### src/rtl/taxi_eth_mac_pkg.sv
// Shared Ethernet MAC constants: pause quantum size and timer widths.
package taxi_eth_mac_pkg;

  // One pause quantum is 512 bit times.
  localparam int PAUSE_QUANTUM_BITS = 512;
  // Default width of one pause quanta value.
  localparam int PAUSE_QUANTA_W     = 16;
  // Bit-time accumulator width, enough to hold 0..PAUSE_QUANTUM_BITS-1.
  localparam int PAUSE_ACC_W        = $clog2(PAUSE_QUANTUM_BITS);
  // Step width: accumulator plus one carry bit, so acc+step never overflows.
  localparam int PAUSE_STEP_W       = PAUSE_ACC_W + 1;

  // Bit times carried by one enabled beat.
  function automatic logic [PAUSE_STEP_W-1:0] pause_step(input logic mii, input int data_w);
    return mii ? PAUSE_STEP_W'(4) : PAUSE_STEP_W'(data_w);
  endfunction

endpackage

### src/rtl/taxi_mac_pause_timer_ch.sv
// One pause channel: quanta counter Q plus 512-bit-time accumulator B.
// IDLE is Q == 0, PAUSED is Q != 0; all outputs are registered.
module taxi_mac_pause_timer_ch
  import taxi_eth_mac_pkg::*;
#(
  parameter int QUANTA_W = PAUSE_QUANTA_W
) (
  input  logic                    clk,
  input  logic                    rst,
  input  logic                    ch_en,
  input  logic                    load,
  input  logic [QUANTA_W-1:0]     load_quanta,
  input  logic                    beat,
  input  logic [PAUSE_STEP_W-1:0] step,
  input  logic                    ack,
  output logic                    pause_req,
  output logic                    zero_evt,
  output logic                    paused_evt
);

  logic [QUANTA_W-1:0]     q_q;
  logic [PAUSE_ACC_W-1:0]  b_q;
  logic [PAUSE_STEP_W-1:0] sum;
  logic                    wrap;

  // B+step fits in PAUSE_STEP_W bits; the top bit is the quantum carry and the
  // low bits are already B+step-512 when it is set.
  assign sum  = {1'b0, b_q} + step;
  assign wrap = sum[PAUSE_STEP_W-1];

  // Counter update: disable beats load, load beats decrement.
  always_ff @(posedge clk or posedge rst) begin
    if (rst) begin
      q_q        <= '0;
      b_q        <= '0;
      pause_req  <= 1'b0;
      zero_evt   <= 1'b0;
      paused_evt <= 1'b0;
    end else begin
      zero_evt   <= 1'b0;
      paused_evt <= 1'b0;
      if (!ch_en) begin
        q_q       <= '0;
        b_q       <= '0;
        pause_req <= 1'b0;
      end else if (load) begin
        q_q       <= load_quanta;
        b_q       <= '0;
        pause_req <= (load_quanta != '0);
      end else if (beat && (q_q != '0)) begin
        b_q <= sum[PAUSE_ACC_W-1:0];
        if (wrap) begin
          q_q        <= q_q - QUANTA_W'(1);
          pause_req  <= (q_q != QUANTA_W'(1));
          zero_evt   <= (q_q == QUANTA_W'(1));
          paused_evt <= ack;
        end
      end
    end
  end

endmodule

### src/rtl/taxi_mac_pause_timer.sv
// Multi-channel MAC pause timer (LFC with CH_CNT=1, PFC with CH_CNT=8).
// The top only selects the per-beat bit-time step and fans loads out.
module taxi_mac_pause_timer
  import taxi_eth_mac_pkg::*;
#(
  parameter int CH_CNT   = 8,
  parameter int DATA_W   = 8,
  parameter int QUANTA_W = PAUSE_QUANTA_W
) (
  input  logic                         clk,
  input  logic                         rst,
  input  logic                         clk_enable,
  input  logic                         mii_select,
  input  logic [CH_CNT-1:0]            cfg_ch_en,
  input  logic                         s_load_valid,
  output logic                         s_load_ready,
  input  logic [CH_CNT-1:0]            s_load_mask,
  input  logic [CH_CNT*QUANTA_W-1:0]   s_load_quanta,
  input  logic [CH_CNT-1:0]            pause_ack,
  output logic [CH_CNT-1:0]            pause_req,
  output logic [CH_CNT-1:0]            timer_zero_evt,
  output logic [CH_CNT-1:0]            stat_paused
);

  logic [PAUSE_STEP_W-1:0] step;
  logic                    load_xfer;

  // Always ready outside reset; a load is a plain valid/ready handshake.
  assign s_load_ready = !rst;
  assign load_xfer    = s_load_valid && s_load_ready;
  assign step         = pause_step(mii_select, DATA_W);

  for (genvar g = 0; g < CH_CNT; g++) begin : g_ch
    taxi_mac_pause_timer_ch #(
      .QUANTA_W (QUANTA_W)
    ) u_ch (
      .clk         (clk),
      .rst         (rst),
      .ch_en       (cfg_ch_en[g]),
      .load        (load_xfer && s_load_mask[g]),
      .load_quanta (s_load_quanta[g*QUANTA_W +: QUANTA_W]),
      .beat        (clk_enable),
      .step        (step),
      .ack         (pause_ack[g]),
      .pause_req   (pause_req[g]),
      .zero_evt    (timer_zero_evt[g]),
      .paused_evt  (stat_paused[g])
    );
  end

endmodule
### config.mk
export PLATFORM = sky130hd
export DESIGN_NAME = taxi_mac_pause_timer
export DESIGN_NICKNAME = d
export VERILOG_FILES = /design/src/rtl/taxi_eth_mac_pkg.sv /design/src/rtl/taxi_mac_pause_timer_ch.sv /design/src/rtl/taxi_mac_pause_timer.sv
export SDC_FILE = /design/constraint.sdc
export NUM_CORES = 1
export LEC_CHECK = 0
export CORE_MARGIN = 8
export CORE_UTILIZATION = 60
export CTS_CLUSTER_DIAMETER = 30
export DETAILED_ROUTE_END_ITERATION = 8
export PLACE_DENSITY = 0.87
export SLEW_MARGIN = 15
export SYNTH_ARGS = -nofsm -noshare
export SYNTH_HDL_FRONTEND = slang
export SYNTH_SLANG_ARGS = --single-unit
### constraint.sdc
create_clock -name clk -period 11.8 [get_ports clk]
set_input_delay 2.36 -clock clk [delete_from_list [all_inputs] [get_ports clk]]
set_output_delay 2.36 -clock clk [all_outputs]
set_load 0.01 [all_outputs]
==> reports/summary.log <==
qor: cells_and_area.post_route_cells_drive_above_1_share 6.925%
qor: timing.worst_pin_slew 1142 ps
qor: critical_path.cp.depth 3
qor: critical_path.cp.arrival 4140 ps
qor: cells_and_area.n_fill_cell 1,437
qor: route.met2_length 17,140 µm
qor: route.detail_route.wl_per_cell 18.33 µm
qor: critical_path.regToRegStartpoint g_ch[1].u_ch.q_q[0]
qor: grt.antenna_found_initial 0
qor: logic_synthesis.ys.flop_type dfrtp_1
qor: die.die_area 0.02619 mm²
qor: die.floorplan.initialDensity 60.90%
qor: logic_synthesis.synthesis.area 0.01276 mm²
qor: route.route.detailed.drc 0
qor: logic_synthesis.synth-async-reset-ratio 100.0%
qor: timing.timing.setup.tns 0 ps
qor: timing.worst_clock_skew 15.87 ps
qor: timing.grt_setup_unrepaired no
qor: timing.timing.final.max_slew_violations 0
qor: die.rows 53
qor: logic_synthesis.synthesis.area_per_instance 9.089 µm²
qor: grt.grt_pass1_wl 56,220 µm
qor: timing.final-setup-viol-count 0
qor: status.run_status finished clean
qor: logic_synthesis.synthesis.nets 1,601
qor: clock_network.cts_tree done
qor: clock_network.htree_num_levels 2
qor: critical_path.rr_worst_depth 7
qor: critical_path.regToRegSetupSlack 8680 ps
qor: cells_and_area.flow.area_growth_from_synthesis 25.59%
qor: placed_design.gp_congestion 0.8804
qor: timing.hold_viol_final 0
qor: route.route.final.wire_length 33,900 µm
qor: grt.global_route.overflow_total 0
qor: die.io_pins 182
qor: route.top_routing_layer_in_use met4
qor: grt.grt_max_degree 91
qor: critical_path.cp_common_cell clkdlybuf4s50_1
qor: timing.min_period_over_period 55.05%
qor: grt.grt_pass1_vias 11,836
qor: route.routed-via-count 11,834
qor: critical_path.path_max_fanout 90
qor: placed_design.placed_cells 1,773
qor: timing.relative_slew_slack 22.90%
qor: critical_path.worstPathRequired 9440 ps
qor: die.floorplan.die.width 161.8 µm
qor: clock_network.clk_path_buf_depth 3
qor: logic_synthesis.synth_seq_area_share 40.79%
qor: cells_and_area.antenna_cells_inserted 0
qor: timing.period_minus_slack 6496 ps
qor: critical_path.end_kind output pin
qor: clock_network.cts-resized-gates 0
qor: logic_synthesis.synth-edff-count 0
qor: clock_network.clk-insertion-delay-late 520 ps
qor: power.p_per_area 146.7 mW/mm²
qor: power.max-vdd-ir-drop 105.8 µV
qor: logic_synthesis.netlist.top_cell.by_area dfrtp_1
qor: timing.clock.fmax 153.9 MHz
qor: critical_path.cp_slowest_cell clkdlybuf4s50_1
qor: die.core_area 0.02096 mm²
qor: critical_path.cp-start-kind input port
qor: critical_path.max_stage_delay 660 ps
qor: logic_synthesis.yosysUniqueCellTypes 68
qor: cells_and_area.final-seq-area 0.005205 mm²
qor: die.chipHeight 161.8 µm
qor: clock_network.post-cts-setup-buffers 0
qor: placed_design.dpl.hpwl 22,440 µm
qor: logic_synthesis.synth.yosys.warnings 0
qor: critical_path.regToRegEndpoint g_ch[1].u_ch.q_q[2]
qor: route.drt_first_iter_violations 959
qor: cells_and_area.multi_input_comb_area 0.006978 mm²
qor: route.detail-route-antenna-nets 0
qor: critical_path.path_delay_family buffers and inverters
qor: cells_and_area.finalNonFillerCells 1,849
qor: clock_network.clk_root_buffer_cell clkbuf_16
qor: grt.global_route.usage.total 25.24%
qor: clock_network.path_clk_slew 50 ps
qor: min_path.hold_path_class register to register
qor: clock_network.clock-sinks 208
qor: critical_path.crit_path_cell_trace clkdlybuf4s50_1, inv_8, clkdlybuf4s50_1
qor: route.routedLengthMet1 13,830 µm
qor: placed_design.place.port_buffers 181
qor: flow_run.max_cap_viol_count 0
qor: logic_synthesis.ys_top_cells_by_area dfrtp_1 (41%), o21ai_0 (5.0%), xor2_1 (4.7%)
qor: logic_synthesis.synth_seq_cells 208
qor: logic_synthesis.yosysMostFrequentCell dfrtp_1
qor: route.vias_per_cell 6.400
qor: route.drt-pass1-iter-count 5
qor: critical_path.worstPathBufferInverterCount 3
qor: critical_path.setup.worst_path.end s_load_ready
qor: clock_network.cts_inserted_buffers 43
qor: cells_and_area.fin_nets 1,740
qor: logic_synthesis.synth_common_cells dfrtp_1 (208), o21ai_0 (128), a21oi_1 (118), nor2_1 (82), nand2_1 (78)
qor: clock_network.cts_hold_repair.buffers 0
qor: power.static_leakage 6.460 nW
qor: critical_path.critical_path_class input port to output pin
qor: logic_synthesis.postSynthCellCount 1,404
qor: logic_synthesis.synth.top_cell.area_share 40.79%
qor: critical_path.crit_start rst
qor: route.detailroute.wirelength.met3 1991 µm
-- worst reg2reg max path: stages (launching register included) --
cell and delay (ps):
dfrtp_1 430, inv_1 80, ha_1 190, nor3b_1 770, nor2b_1 680, a21oi_1 390
and4_1 330, nor3_1 170
-- cells by family (layout without fill, tap and decap cells) --
logic type,Yosys count,count (layout),synth area share [%]
AND/OR/NAND/NOR,505,505,22.40
AO/OA/AOI/OAI,382,382,17.93
flip-flops,208,208,40.79
buffers and inverters,127,297,4.549
XOR/XNOR,125,125,8.579
adder cells (fa/ha/maj),40,40,4.393
multiplexers,17,17,1.353
-- state kept, by name, indices dropped and copies added, names as in the netlist --
name / count
g_ch.u_ch.q_q: 128
g_ch.u_ch.b_q: 56
g_ch.u_ch.pause_req: 8
g_ch.u_ch.paused_evt: 8
g_ch.u_ch.zero_evt: 8
-- worst min-delay path by stage --
stage	start	to	slack, ps	cells after the start
after global placement	g_ch[0].u_ch.b_q[2]	g_ch[0].u_ch.b_q[2]	510	2
after global routing	g_ch[4].u_ch.b_q[2]	g_ch[4].u_ch.b_q[2]	550	2
after CTS	g_ch[1].u_ch.b_q[2]	g_ch[1].u_ch.b_q[2]	530	2
after detailed placement	g_ch[7].u_ch.b_q[2]	g_ch[7].u_ch.b_q[2]	520	2
after floorplan	g_ch[0].u_ch.b_q[2]	g_ch[0].u_ch.b_q[2]	490	2
final	g_ch[1].u_ch.b_q[2]	g_ch[1].u_ch.b_q[2]	520	2
-- cells in the final DEF (no fill, tap or decap), types with 11 or more instances in the layout --
cell,n
o21ai_0,128
clkbuf_16,45
nand3_1,54
or3_1,23
a31oi_1,21
or4_1,25
clkdlybuf4s50_1,180
a21oi_1,118
nor4_1,59
mux2i_1,15
o22ai_1,12
inv_1,32
dfrtp_1,208
xnor2_1,56
nor3_1,48
xor2_1,69
o2111ai_1,13
nand4_1,39
o211ai_1,11
o31ai_1,16
a2111oi_0,12
and4_1,13
ha_1,32
nand4b_1,11
nand2_1,78
a211oi_1,20
nor2_1,82
-- per-stage QoR --
step	setup slack, ps	area [µm²]	util (%)	hold WS, ps	power (mW)
CTS	5295	16030	76.48	530.8	2.357
floorplan	2753	12760	-	493.4	0.9827
finish	5304	16030	76.48	524.0	2.352
global placement	5323	14520	69.28	508.4	1.088
global route	5167	16030	76.48	551.9	2.435
detailed placement	5303	14520	69.28	521.1	1.099
-- per-layer routing --
metal / track usage (%) / up-vias
met5: 0 / -
met4: 10.10 / 0
met3: 4.708 / 104
met2: 43.31 / 453
met1: 30.88 / 5724
li1: - / 5553
-- report_power, final --
group / total, mW / leakage, nW / switching [mW] / internal, mW
sequential: 0.777 / 2.85 / 0.0327 / 0.744
clock: 1.25 / 0.736 / 0.393 / 0.859
combinational: 0.323 / 2.88 / 0.190 / 0.133
total: 2.35 / 6.46 / 0.616 / 1.74
-- final cells by class --
cell class | instances | share of cell area [%]
multi-input cells | 1069 | 43.54
flip-flops and latches | 208 | 32.48
repair buffers | 188 | 11.60
clock buffers | 54 | 7.612
well taps | 275 | 2.147
clock inverters | 22 | 1.803
inverters | 33 | 0.8197
Power figures use the tool's default switching activity.
